<file path="src/rtl/sampadcacc_mc_if.sv">
// Wishbone register-bus bundle for sampadcacc_mc: 8-bit data, 16-bit address,
// zero-wait slave.
interface sampadcacc_mc_if;
  logic        wb_stb_i;
  logic        wb_cyc_i;
  logic        wb_we_i;
  logic [15:0] wb_adr_i;
  logic [7:0]  wb_dat_i;
  logic [7:0]  wb_dat_o;
  logic        wb_ack_o;

  modport master (output wb_stb_i, wb_cyc_i, wb_we_i, wb_adr_i, wb_dat_i,
                  input  wb_dat_o, wb_ack_o);
  modport slave  (input  wb_stb_i, wb_cyc_i, wb_we_i, wb_adr_i, wb_dat_i,
                  output wb_dat_o, wb_ack_o);
endinterface

</file>
<file path="src/rtl/sampadcacc_mc.sv">
// Multi-channel ADC window accumulator: sums NUM_CH channels per window, snapshots
// at window end and drains enabled channels as saturated fields into 32-bit entries.
module sampadcacc_mc #(
  parameter int NUM_CH   = 4,
  parameter int ADC_BITS = 8,
  parameter int SUM_BITS = 16
) (
  input  logic                       clk,
  input  logic                       rst_n,
  input  logic [NUM_CH*ADC_BITS-1:0] adc_data,
  input  logic                       adc_valid,
  input  logic                       sq_active,
  output logic [31:0]                sample,
  output logic                       sample_avail,
  sampadcacc_mc_if.slave             wb
);
  localparam int ACC_W = SUM_BITS + 1;
  localparam int PTR_W = (NUM_CH > 1) ? $clog2(NUM_CH) : 1;

  typedef enum logic {IDLE, DRAIN} state_t;

  function automatic logic [PTR_W-1:0] lowest_bit(input logic [NUM_CH-1:0] m);
    lowest_bit = '0;
    for (int i = NUM_CH - 1; i >= 0; i--)
      if (m[i]) lowest_bit = PTR_W'(i);
  endfunction

  // Returns p itself when no higher bit is set, which marks the last channel.
  function automatic logic [PTR_W-1:0] next_bit(input logic [NUM_CH-1:0] m,
                                                input logic [PTR_W-1:0]  p);
    next_bit = p;
    for (int i = NUM_CH - 1; i >= 0; i--)
      if (m[i] && (i > int'(p))) next_bit = PTR_W'(i);
  endfunction

  function automatic logic [31:0] sat_field(input  logic signed [ACC_W-1:0] v,
                                            input  logic [4:0]              w,
                                            output logic                    o,
                                            output logic                    u);
    logic [31:0] lim;
    lim = (32'd1 << w) - 32'd1;
    o = 1'b0;
    u = 1'b0;
    if (v < 0) begin
      sat_field = '0;
      u = 1'b1;
    end else if (32'($unsigned(v)) > lim) begin
      sat_field = lim;
      o = 1'b1;
    end else begin
      sat_field = 32'($unsigned(v)) & lim;
    end
  endfunction

  logic              enable, do_add, ovf, unf, overrun;
  logic [7:0]        acc_cnt, win_cnt;
  logic [4:0]        fw, fps, fld_cnt;
  logic [NUM_CH-1:0] ch_mask;
  logic [15:0]       init;

  logic signed [ACC_W-1:0] init_ext;
  logic signed [ACC_W-1:0] acc      [NUM_CH];
  logic signed [ACC_W-1:0] acc_next [NUM_CH];
  logic signed [ACC_W-1:0] hold     [NUM_CH];

  state_t           state, state_d;
  logic [PTR_W-1:0] ptr, ptr_d, lo_ptr, nxt_ptr;
  logic             last, win_end, accept, deposit;
  logic             f_ovf, f_unf, ovf_set, unf_set, overrun_set;
  logic [31:0]      field;

  logic       wr, cfg_wr, unused_adr;
  logic [2:0] adr;

  assign wr         = wb.wb_cyc_i && wb.wb_stb_i && wb.wb_we_i;
  assign cfg_wr     = wr && !sq_active;
  assign adr        = wb.wb_adr_i[2:0];
  assign unused_adr = ^wb.wb_adr_i[15:3];
  assign wb.wb_ack_o = 1'b1;

  assign init_ext = ACC_W'($signed(init));
  assign win_end  = sq_active && adc_valid && (win_cnt == acc_cnt);
  assign lo_ptr   = lowest_bit(ch_mask);
  assign nxt_ptr  = next_bit(ch_mask, ptr);
  assign last     = (nxt_ptr == ptr);

  // A window's first strobe (or plain mode) restarts from the signed offset.
  always_comb begin
    for (int c = 0; c < NUM_CH; c++)
      acc_next[c] = (((win_cnt == 8'd0) || !do_add) ? init_ext : acc[c])
                  + ACC_W'($signed({1'b0, adc_data[c*ADC_BITS +: ADC_BITS]}));
  end

  always_ff @(posedge clk) begin
    if (adc_valid) acc <= acc_next;
    if (accept)    hold <= acc_next;
  end

  always_ff @(posedge clk or negedge rst_n) begin
    if (!rst_n) begin
      state <= IDLE;
      ptr   <= '0;
    end else begin
      state <= state_d;
      ptr   <= ptr_d;
    end
  end

  always_comb begin
    state_d = state;
    ptr_d   = ptr;
    if (!sq_active) begin
      state_d = IDLE;
    end else begin
      case (state)
        IDLE:
          if (accept && (|ch_mask)) begin
            state_d = DRAIN;
            ptr_d   = lo_ptr;
          end
        DRAIN:
          if (!last)       ptr_d = nxt_ptr;
          else if (accept) ptr_d = lo_ptr;
          else             state_d = IDLE;
        default: state_d = IDLE;
      endcase
    end
  end

  always_comb begin
    accept      = win_end && ((state == IDLE) || ((state == DRAIN) && last));
    overrun_set = win_end && !accept;
    deposit     = sq_active && (state == DRAIN);
    field       = sat_field(hold[ptr], fw, f_ovf, f_unf);
    ovf_set     = deposit && f_ovf;
    unf_set     = deposit && f_unf;
  end

  always_ff @(posedge clk or negedge rst_n) begin
    if (!rst_n) begin
      win_cnt      <= '0;
      fld_cnt      <= '0;
      sample       <= '0;
      sample_avail <= 1'b0;
    end else begin
      sample_avail <= 1'b0;
      if (!sq_active)     win_cnt <= '0;
      else if (adc_valid) win_cnt <= win_end ? 8'd0 : win_cnt + 8'd1;
      if (!sq_active) begin
        fld_cnt <= '0;
      end else if (deposit) begin
        sample <= (sample << fw) | field;
        if (fld_cnt == fps) begin
          fld_cnt      <= '0;
          sample_avail <= enable;
        end else begin
          fld_cnt <= fld_cnt + 5'd1;
        end
      end
    end
  end

  // Sticky flags: a set in the same cycle as a write-1-to-clear wins.
  always_ff @(posedge clk or negedge rst_n) begin
    if (!rst_n) begin
      enable  <= 1'b0;
      do_add  <= 1'b0;
      acc_cnt <= '0;
      fw      <= 5'd8;
      fps     <= 5'd3;
      ch_mask <= NUM_CH'(1);
      init    <= '0;
      ovf     <= 1'b0;
      unf     <= 1'b0;
      overrun <= 1'b0;
    end else begin
      if (cfg_wr) begin
        case (adr)
          3'd0: {do_add, enable} <= wb.wb_dat_i[1:0];
          3'd1: acc_cnt <= wb.wb_dat_i;
          3'd2: fw      <= (wb.wb_dat_i[4:0] == 5'd0) ? 5'd16 : wb.wb_dat_i[4:0];
          3'd3: fps     <= wb.wb_dat_i[4:0];
          3'd4: ch_mask <= wb.wb_dat_i[NUM_CH-1:0];
          3'd5: init[7:0]  <= wb.wb_dat_i;
          3'd6: init[15:8] <= wb.wb_dat_i;
          default: ;
        endcase
      end
      ovf     <= ovf_set     || (ovf     && !(wr && (adr == 3'd0) && wb.wb_dat_i[4]));
      unf     <= unf_set     || (unf     && !(wr && (adr == 3'd0) && wb.wb_dat_i[5]));
      overrun <= overrun_set || (overrun && !(wr && (adr == 3'd0) && wb.wb_dat_i[6]));
    end
  end

  always_comb begin
    wb.wb_dat_o = 8'h00;
    case (adr)
      3'd0: wb.wb_dat_o = {1'b0, overrun, unf, ovf, 2'b00, do_add, enable};
      3'd1: wb.wb_dat_o = acc_cnt;
      3'd2: wb.wb_dat_o = {3'b000, fw};
      3'd3: wb.wb_dat_o = {3'b000, fps};
      3'd4: wb.wb_dat_o = 8'(ch_mask);
      3'd5: wb.wb_dat_o = init[7:0];
      3'd6: wb.wb_dat_o = init[15:8];
      default: ;
    endcase
  end
endmodule

</file>
<file path="src/flat_wrapper.sv">
// flat-port wrapper written by rule: the top's interface ports become plain ports
module sampadcacc_mc_flat 
#(
  parameter int NUM_CH   = 4,
  parameter int ADC_BITS = 8,
  parameter int SUM_BITS = 16
)
  (clk, rst_n, adc_data, adc_valid, sq_active, sample, sample_avail, wb_wb_stb_i, wb_wb_cyc_i, wb_wb_we_i, wb_wb_adr_i, wb_wb_dat_i, wb_wb_dat_o, wb_wb_ack_o);
  sampadcacc_mc_if wb_i ();
  input  logic clk;
  input  logic rst_n;
  input  logic [NUM_CH*ADC_BITS-1:0] adc_data;
  input  logic adc_valid;
  input  logic sq_active;
  output logic [31:0] sample;
  output logic sample_avail;
  input wire logic [$bits(wb_i.wb_stb_i)-1:0] wb_wb_stb_i;
  input wire logic [$bits(wb_i.wb_cyc_i)-1:0] wb_wb_cyc_i;
  input wire logic [$bits(wb_i.wb_we_i)-1:0] wb_wb_we_i;
  input wire logic [$bits(wb_i.wb_adr_i)-1:0] wb_wb_adr_i;
  input wire logic [$bits(wb_i.wb_dat_i)-1:0] wb_wb_dat_i;
  output wire logic [$bits(wb_i.wb_dat_o)-1:0] wb_wb_dat_o;
  output wire logic [$bits(wb_i.wb_ack_o)-1:0] wb_wb_ack_o;
  assign wb_i.wb_stb_i = wb_wb_stb_i;
  assign wb_i.wb_cyc_i = wb_wb_cyc_i;
  assign wb_i.wb_we_i = wb_wb_we_i;
  assign wb_i.wb_adr_i = wb_wb_adr_i;
  assign wb_i.wb_dat_i = wb_wb_dat_i;
  assign wb_wb_dat_o = wb_i.wb_dat_o;
  assign wb_wb_ack_o = wb_i.wb_ack_o;
  sampadcacc_mc #(.NUM_CH(NUM_CH), .ADC_BITS(ADC_BITS), .SUM_BITS(SUM_BITS)) u_core (.clk(clk), .rst_n(rst_n), .adc_data(adc_data), .adc_valid(adc_valid), .sq_active(sq_active), .sample(sample), .sample_avail(sample_avail), .wb(wb_i));
endmodule
</file>
<file path="config.mk">
export PLATFORM = sky130hd
export DESIGN_NAME = sampadcacc_mc_flat
export DESIGN_NICKNAME = d
export VERILOG_FILES = /design/src/rtl/sampadcacc_mc_if.sv /design/src/rtl/sampadcacc_mc.sv /design/src/flat_wrapper.sv
export SDC_FILE = /design/constraint.sdc
export NUM_CORES = 1
export LEC_CHECK = 0
export BUFFER_PORTS_ARGS = -buffer_cell sky130_fd_sc_hd__buf_4
export CAP_MARGIN = 0
export CORE_MARGIN = 2
export CORE_UTILIZATION = 43
export DETAILED_ROUTE_END_ITERATION = 6
export PLACE_DENSITY = 0.71
export SLEW_MARGIN = 5
export SYNTH_ARGS = -nofsm -noshare
export SYNTH_HDL_FRONTEND = slang
export SYNTH_SLANG_ARGS = --single-unit
</file>
<file path="constraint.sdc">
create_clock -name clk -period 5.5 [get_ports clk]
set_input_delay 0.55 -clock clk [delete_from_list [all_inputs] [get_ports clk]]
set_output_delay 0.55 -clock clk [all_outputs]
set_load 0.05 [all_outputs]
</file>
Word level (Yosys, flattened, before mapping)
Index checks and enable logic that the tools add are counted.

storage, ports and cells
  bits of input ports = 63
  bits in registers = 228

operators by class
  bitwise operators = 4
  multiplexer cells = 39
  shift operators = 2
  reductions and logical operators = 46
  equality and inequality tests = 13
  $lt $le $gt $ge = 6
  add/sub/neg operators = 7

operators by type and width
  kind                                                 count
  two-way mux 17 bit                                   6
  adder 17 x 9 -> 17 bit                               4
  two-way mux 32 bit                                   2
  one-hot mux 8 bit (7 select lines)                   1
  binary-select mux 17 bit (select 2 bit)              1
  bitwise AND 17 x 32 -> 32 bit                        1
  greater-than comparator 17 x 32 -> 1 bit             1
  bitwise OR 32 bit                                    1
  << shifter 1 x 5 -> 32 bit, first input constant     1
  << shifter 32 x 5 -> 32 bit                          1
  subtractor 32 x 1 -> 32 bit, second input constant   1
  two-way mux 8 bit                                    3
  logical AND 1 bit                                    22
  two-way mux 2 bit                                    10
  two-way mux 5 bit                                    4
  < comparator 17 x 1 -> 1 bit, second input constant  1
  AND reduction 2 bit                                  8
  two-way mux 1 bit                                    10
  equality test 3 bit, second input constant           3
  adder 8 x 1 -> 8 bit, second input constant          1
  equality test 8 bit                                  1
  zero test 8 bit                                      1
  equality test 3 x 2 -> 1 bit, second input constant  2
  zero test 1 bit                                      6
  19 further kinds                                     25

Logic depth before layout (Yosys ltp)
Gate-level depths: netlist of the first run.

  word-level depth = 13
  mapped depth = 21
  depth with buffers taken out = 19

Worst setup path after synthesis of the first run
Ideal clock, no wire load.

  kind = register to register
  start = register u_core.win_cnt[3]
  end = register u_core.hold[0] (netlist name) (enable)
  library setup time = 0.495 ns
  cell stages (with the launch flop) = 6
  path buffers = 1
  data arrival time = 4.035 ns
  clock period less this slack = 4.529 ns
  setup slack = 0.971 ns
  required time = 5.005 ns
  cell sequence = dfrtp_1 -> clkbuf_1 -> xor2_1 -> nor4_1 -> nand4_1 -> nor2_1

on the way
  cells in the longest elaborated chain, start to end = 3

ends and longest elaborated chain
  item                     line                  source
  start, declared          sampadcacc_mc.sv:56   logic [7:0] acc_cnt, win_cnt;
  start signal, assigned   sampadcacc_mc.sv:148  else if (adc_valid) win_cnt <= win_end ? 8'd0 : win_cnt + 8'd1;
  equality test 8 bit      sampadcacc_mc.sv:82   assign win_end = sq_active && adc_valid && (win_cnt == acc_cnt);
  logical AND 1 bit        sampadcacc_mc.sv:82
  logical AND 1 bit        sampadcacc_mc.sv:131  accept = win_end && ((state == IDLE) || ((state == DRAIN) && last));
  named net u_core.accept  sampadcacc_mc.sv:68   logic last, win_end, accept, deposit;
  end signal, assigned     sampadcacc_mc.sv:96   if (accept) hold <= acc_next;
  end, declared            sampadcacc_mc.sv:64   logic signed [ACC_W-1:0] hold [NUM_CH];

The timed path passes the listed nets, and every way through them passes these cells.
A chain may end at the register's enable or synchronous reset.

Worst setup path in the final report of the first run
  start = register u_core.fw[4]
  end = register u_core.sample[5]

on the way
  cells in the longest elaborated chain, start to end = 6
  elaborated cells between the ends (all ways) = 8
  classes of those cells = add/sub (1); order compare (1); shift (2); mux (2); bitwise (2)

ends and longest elaborated chain
  item                                                                                              line                                      source
  start, declared                                                                                   sampadcacc_mc.sv:57                       logic [4:0] fw, fps, fld_cnt;
  start signal, assigned                                                                            sampadcacc_mc.sv:181                      3'd2: fw <= (wb.wb_dat_i[4:0] == 5'd0) ? 5'd16 : wb.wb_dat_i[4:0];
  << shifter 1 x 5 -> 32 bit                                                                        sampadcacc_mc.sv:41                       lim = (32'd1 << w) - 32'd1;
  subtractor 32 x 1 -> 32 bit                                                                       sampadcacc_mc.sv:41
  greater-than comparator 17 x 32 -> 1 bit / bitwise AND 17 x 32 -> 32 bit (equally long branches)  sampadcacc_mc.sv:47, sampadcacc_mc.sv:51
  two-way mux 32 bit                                                                                sampadcacc_mc.sv:47                       end else if (32'($unsigned(v)) > lim) begin
  two-way mux 32 bit                                                                                sampadcacc_mc.sv:44                       if (v < 0) begin
  bitwise OR 32 bit *                                                                               sampadcacc_mc.sv:152                      sample <= (sample << fw) | field;
  end signal, assigned                                                                              sampadcacc_mc.sv:152
  end, declared                                                                                     sampadcacc_mc.sv:13                       output logic [31:0] sample,

Every way passes the cells marked *; elsewhere a longest branch is shown, timed or not.

==> run metrics, run 1 <==
placed wire-length estimate=26300 um; Clk pin slew, worst setup/hold paths=0.06 ns; crit start category=flop; Initial Util=43.8%; max-cap violations=0; Remaining DRCs=0; grt ovf=0; largest family of logic cells by synthesized area=multiplexers; top sig layer=met4; Die X=187 um; flops & latches, synth=228; outcome=completed; Crit Reg-Reg Endpoint=u_core.sample[5]; Post-synth top flop=edfxtp_1; largest net degree at the start of global routing=55; CTS tree=built; post-CTS sizing=0; sequential element share of the synthesized area=44.6%; die height=187 um; DRT iter0 DRCs=1073; final layout net count=1572; gr usage total=21.1%; final setup vio count=0; maximum achievable frequency=215 MHz; Clk Latency, worst-skew pair=0.55 ns; Yosys top cell area share=28.5%; Post-Synth Simple-Gate Area=12.9%; via count=11200; WL met2=17300 um; synth unique cells=77; Reg area=6390 sq um; first-pass GRT wire length=59700 um; crit path max fanout=15; Area Growth Syn to Fin=14.4%; hold_buf cts=1; reg2reg start=u_core.fw[4]; Pleak=0.00677 uW; Routed wire per std cell=19.6 um; input/output buffers=90; met1 wire length=15900 um; clock skew=0.0146 ns; hold slack=0.270 ns; reg-to-reg slack, setup=0.85 ns; Critical Path Sink Type=flop; class of the most critical setup path=flop to flop; # Post-CTS Setup Buffers=0; warnings from Yosys=0; # clock sinks=228; Synth Area in Compound Gates=14.0%; # rows=66; via-per-instance ratio=5.90; drt first pass iters=5; area of the multi-input gates=7530 sq um; Crit path arrival time=5.07 ns; Final Wtd Congestion=0.910; overall die area=34800 sq um; Final TNS setup=0 ns; antenna-violating nets left=0; H-tree Lvls=1; vias in the first global route=11000; post-synthesis async set-or-reset flop share=40.4%; CTS Buffer Depth=3; Area contributors post-synth=edfxtp_1 29%, dfrtp_1 15%, ha_1 6.1%; Synth Instances=1370; # diodes=0; cell area after synthesis=14300 sq um; crit path from=u_core.fw[4]; Reg2Reg Depth=20; filler cell count=2919; post-synthesis xor/xnor area fraction=4.71%; Hold Violations, Final=0; Non-Filler Instances=1898; Worst-Margin Slew=1.06 ns; Power Total=6920 uW; placed insts=1847; syn_area_per_cell=10.5 sq um; cell with the most instances after synthesis=nand2_1; Hold WC Path Type=input port to flop; initial antenna violation count=0; Max Slew Vio Count=0; Min Clock Period, post-route=4.65 ns; CTS buffer count=27; share of post-route cells with drive strength above 1=19.1%; Post-Syn Nets=1507; final wirelength=37200 um; Hold Startpoint=wb_wb_dat_i[7]; RSZ-0062 raised after global routing=false; core area=32700 sq um; largest vdd supply drop=0.247 mV; critical path data required time=5.92 ns; Pwr per Cell Area=422 nW/um^2; end point of the critical path=u_core.sample[5]; clk root buf=clkbuf_16; Synth area leader=edfxtp_1; relative slew slack=29.0%; EDFF count, synth=136; Synth top cells by count=192 x nand2_1, 136 x edfxtp_1, 102 x o21ai_0; Ports=105; final cycle utilization of the critical path=84.5%; proportion of synthesized area in mux cells=14.1%; met3 WL=2610 um; Synth Area in Adders=6.67%
==> flip-flops by register name, indices dropped and copies added, names as in the netlist <==
| signal | flops |
|---|---|
| u_core.acc | 68 |
| u_core.acc_cnt | 8 |
| u_core.ch_mask | 4 |
| u_core.do_add | 1 |
| u_core.enable | 1 |
| u_core.fld_cnt | 5 |
| u_core.fps | 5 |
| u_core.fw | 5 |
| u_core.hold | 68 |
| u_core.init | 16 |
| u_core.overrun | 1 |
| u_core.ovf | 1 |
| u_core.ptr | 2 |
| u_core.sample | 32 |
| u_core.sample_avail | 1 |
| u_core.state | 1 |
| u_core.unf | 1 |
| u_core.win_cnt | 8 |
==> layout make-up <==
class	count	share of cell area, %
Clock buffer	37	4.91
Clock inverter	13	0.816
Inverter	34	0.778
Multi-Input combinational cell	1030	45.9
Sequential cell	228	39.0
Tap cell	442	3.37
Timing Repair Buffer	114	5.23
==> how the worst min path moves through the flow <==
stage	cells past startpoint	slack, ns	end
3_5_place_dp	2	0.48	u_core.ovf
6_report	2	0.27	u_core.init[7]
2_1_floorplan	0	0.25	u_core.acc_cnt[0]
3_3_place_gp	2	0.48	u_core.overrun
4_1_cts	2	0.25	u_core.init[7]
5_1_grt	2	0.26	u_core.acc_cnt[7]
==> metal layers <==
metal | up-vias | track usage (%)
met4 | 0 | 8.00
met1 | 5428 | 28.7
met2 | 505 | 34.4
met3 | 95 | 3.07
met5 | - | 0
li1 | 5169 | -
==> cell usage in the layout, fill, tap and decap left out, types with 10 or more instances in the layout <==
cell type	n
a211oi_1	19
a21oi_1	75
a31oi_1	10
and2_1	13
and3_1	10
buf_4	113
clkbuf_16	29
dfrtp_1	87
edfxtp_1	136
ha_1	70
inv_1	32
mux2_2	56
mux2i_1	56
mux4_2	35
nand2_1	192
nand3_1	32
nor2_1	89
nor2b_1	19
nor3_1	17
o211ai_1	10
o21a_1	15
o21ai_0	102
o22ai_1	10
xnor2_1	27
xor2_1	50
==> critical path, stage by stage, from the launching register on <==
cell     delay (ns)
dfrtp_1        0.37
inv_1          0.05
buf_4          0.21
nand2_1        0.12
inv_2          0.16
nand2_1        0.14
ha_1           0.24
nor2_1         0.16
nand2_1        0.13
o21ai_0        0.17
a22oi_1        0.09
o21ai_0        0.35
ha_1           0.32
nor4_1         0.52
nand3_1        0.20
o221a_2        0.32
o31ai_4        0.16
buf_4          0.33
mux2_2         0.35
nand2_1        0.07
a21oi_1        0.06
==> power by group <==
part	internal (uW)	switching, uW	leakage, uW
clock	1130	741	0.000476
sequential	2180	301	0.00247
combinational	1000	1580	0.00383
total	4310	2620	0.00677
==> kinds of logic after synthesis <==
family | count (synthesis)
adder cells (fa/ha/maj) | 74
flip-flops | 228
AND/OR/NAND/NOR | 411
buffers and inverters | 112
AO/OA/AOI/OAI | 318
XOR/XNOR | 77
other | 1
multiplexers | 149
==> through the flow <==
step	worst slack [ns]	utilization [%]	instance area (sq um)
2_1_floorplan	0.971	-	14300
3_3_place_gp	1.04	47.2	15400
3_5_place_dp	0.942	47.2	15400
4_1_cts	0.929	50.1	16400
5_1_grt	0.522	50.1	16400
6_report	0.854	50.1	16400
Note: power is estimated with default switching activity, not from simulation.
==> run 2, diff against run 1 <==
Settings changed: PLACE_DENSITY 0.71 to 0.73.
Clock period 5.5 ns to 3.72 ns, I/O delays scaled along.
==> run 2 against run 1 <==
Net effect:
- largest power group unchanged
- sequential power is 49% higher
- non-clock buffer count is 76 higher
- sequential share of layout area is 2.7 points lower
- wire length is 8.3% higher
- global-route usage is 1.2 points higher
- critical endpoint is now u_core.acc[16]
- core utilization is 3.8 points higher
- critical path depth is 6 lower
- largest cell class unchanged
- via count is 3.2% higher
- worst setup slack worse by 0.84 ns
- flip-flop and latch count stayed put
==> run metrics, run 2 (synthesized netlist as in run 1, its figures left out) <==
commonest non-fill, non-tap cell in the layout=buf_4 (was nand2_1); final layout net count=1647 (was 1572); Max Slew Vio Count=0 (unchanged); largest vdd supply drop=0.450 mV (was 0.247 mV); clock skew=0.0269 ns (was 0.0146 ns); final cycle utilization of the critical path=99.8% (was 84.5%); Hold Violations, Final=0 (unchanged); Pwr per Cell Area=616 nW/um^2 (was 422 nW/um^2); CP bufs+invs=1 (was 4); CP max-delay cell=or4_4 (was nor4_1); Initial Util=43.8% (unchanged); Hold WC Path Type=input port to flop (unchanged); overall die area=34800 sq um (unchanged); routing usage on met2=38.1% (was 34.4%); Min Clock Period, post-route=3.71 ns (was 4.65 ns); vias in the first global route=11300 (was 11000); Remaining DRCs=0 (unchanged); grt ovf=0 (unchanged); via count=11600 (was 11200); Crit path arrival time=3.98 ns (was 5.07 ns); crit path max fanout=5 (was 15); Final TNS setup=0 ns (unchanged); Ports=105 (unchanged); Clk Latency, worst-skew pair=0.56 ns (was 0.55 ns); Clk pin slew, worst setup/hold paths=0.06 ns (about the same); gr usage total=22.3% (was 21.1%); DRT iter0 DRCs=1053 (was 1073); clk root buf=clkbuf_16 (unchanged); DP Area=16000 sq um (was 15400 sq um); critical-path cell list=or4_4 -> buf_6 -> o41ai_4 -> nand2_2 -> nand2_2 -> ha_4 -> fa_2 -> a211oi_2 -> nor2_2 -> o21ai_4 -> a211oi_4 -> nand4_1 -> xor2_1 -> o22ai_1 (was inv_1 -> buf_4 -> nand2_1 -> inv_2 -> nand2_1 -> ha_1 -> nor2_1 -> nand2_1 -> o21ai_0 -> a22oi_1 -> o21ai_0 -> ha_1 -> nor4_1 -> nand3_1 -> o221a_2 -> o31ai_4 -> buf_4 -> mux2_2 -> nand2_1 -> a21oi_1); crit start category=flop (unchanged); # clock sinks=228 (unchanged); # diodes=0 (unchanged); drt first pass iters=5 (unchanged); cell area after layout=17600 sq um (was 16400 sq um); core area=32700 sq um (unchanged); relative slew slack=51.1% (was 29.0%); Final Wtd Congestion=0.923 (was 0.910); share of post-route cells with drive strength above 1=28.4% (was 19.1%); CTS tree=built (unchanged); antenna-violating nets left=0 (unchanged); max-cap violations=0 (unchanged); placed wire-length estimate=27900 um (was 26300 um); first-pass GRT wire length=62200 um (was 59700 um); maximum achievable frequency=269 MHz (was 215 MHz); Area Growth Syn to Fin=23.1% (was 14.4%); slowest stage delay, CP=0.55 ns (was 0.52 ns); # rows=66 (unchanged); Largest regs=u_core.acc (68), u_core.hold (68), u_core.sample (32) (unchanged); GR Layer Usage met3=2.93% (was 3.07%); GR peak layer=met2 (unchanged); input/output buffers=90 (unchanged); Routed wire per std cell=20.4 um (was 19.6 um); Crit path max-delay family=simple AND/OR/NAND/NOR gates (unchanged); critical path data required time=3.99 ns (was 5.92 ns); final setup vio count=0 (unchanged); CTS Buffer Depth=3 (unchanged); commonest non-fill, non-tap cells in the layout=174 x buf_4, 167 x nand2_1, 136 x edfxtp_1, 89 x o21ai_0, 87 x dfrtp_1 (was 192 x nand2_1, 136 x edfxtp_1, 113 x buf_4, 102 x o21ai_0, 89 x nor2_1); H-tree Lvls=1 (unchanged); most used cell, CP=nand2_2 (was nand2_1); CTS buffer count=26 (was 27); final wirelength=40300 um (was 37200 um); Worst-Margin Slew=0.726 ns (was 1.06 ns); initial antenna violation count=0 (unchanged); met1 GRT Util=29.3% (was 28.7%); class of the most critical setup path=flop to flop (unchanged); via-per-instance ratio=5.86 (was 5.90); die height=187 um (unchanged); outcome=completed (unchanged); Die X=187 um (unchanged); largest net degree at the start of global routing=69 (was 55); Critical Path Sink Type=flop (unchanged); RSZ-0062 raised after global routing=true (was false); Pleak=0.00721 uW (was 0.00677 uW)
[run 2: per-layer routing]
metal / wire, um / up-vias
met4: 1260 / 0
met5: 0 / -
met1: 16900 / 5651
met2: 19800 / 492
met3: 2380 / 100
li1: - / 5312
[run 2: repair_timing]
action | CTS | global route
pin swaps | 5 | 56
resized for setup | 14 | 112
hold endpoints to repair | 42 | 0
gates cloned | 1 | 0
setup buffers | 1 | 21
setup endpoints to repair | 54 | 70
hold buffers | 1 | 0
[run 2: stage by stage]
step / std cells / utilization [%] / total power (uW) / hold WS [ns] / setup WS, ns
2_1_floorplan: 1370 / - / 6350 / 0.0764 / -0.125
3_3_place_gp: 1900 / 48.8 / 7570 / 0.423 / -0.0280
3_5_place_dp: 1900 / 48.8 / 7690 / 0.435 / -0.130
4_1_cts: 1951 / 52.0 / 10600 / 0.0653 / 0.00478
5_1_grt: 1972 / 53.9 / 11400 / 0.0729 / -0.114
6_report: 1972 / 53.9 / 10900 / 0.0919 / 0.00921
[run 2: power by group]
part / internal, uW / total (uW) / switching (uW)
Sequential: 3230 / 3690 / 462
Clock: 1720 / 2800 / 1070
Combinational: 1820 / 4380 / 2560
[run 2: area by class of cell]
type	count	area (sq um)
Tap cell	442	553
Sequential cell	228	6390
Inverter	34	130
Clock buffer	32	683
Multi-Input combinational cell	1030	8130
Fill cell	2824	15100
Clock inverter	16	250
Timing Repair Buffer	190	1500
[run 2: worst paths after layout]
kind,startpoint,to,slack [ns],depth (start not counted)
setup / recovery,u_core.win_cnt[4],u_core.acc[16],0.009,14
hold / removal,wb_wb_dat_i[7],u_core.acc_cnt[7],0.09,2
setup reg to reg,u_core.win_cnt[4],u_core.acc[16],0.009,14
hold reg to reg,u_core.ovf,u_core.ovf,0.50,2
max in group asynchronous,rst_n,u_core.ch_mask[0],2.49,3
min in group asynchronous,rst_n,u_core.sample_avail,0.38,2
[run 2: worst register-to-register path, cell delays in order, from the launching register on]
cell	delay, ns
dfrtp_1	0.38
or4_4	0.55
buf_6	0.14
o41ai_4	0.39
nand2_2	0.18
nand2_2	0.13
ha_4	0.14
fa_2	0.23
a211oi_2	0.08
nor2_2	0.18
o21ai_4	0.10
a211oi_4	0.34
nand4_1	0.22
xor2_1	0.23
o22ai_1	0.12
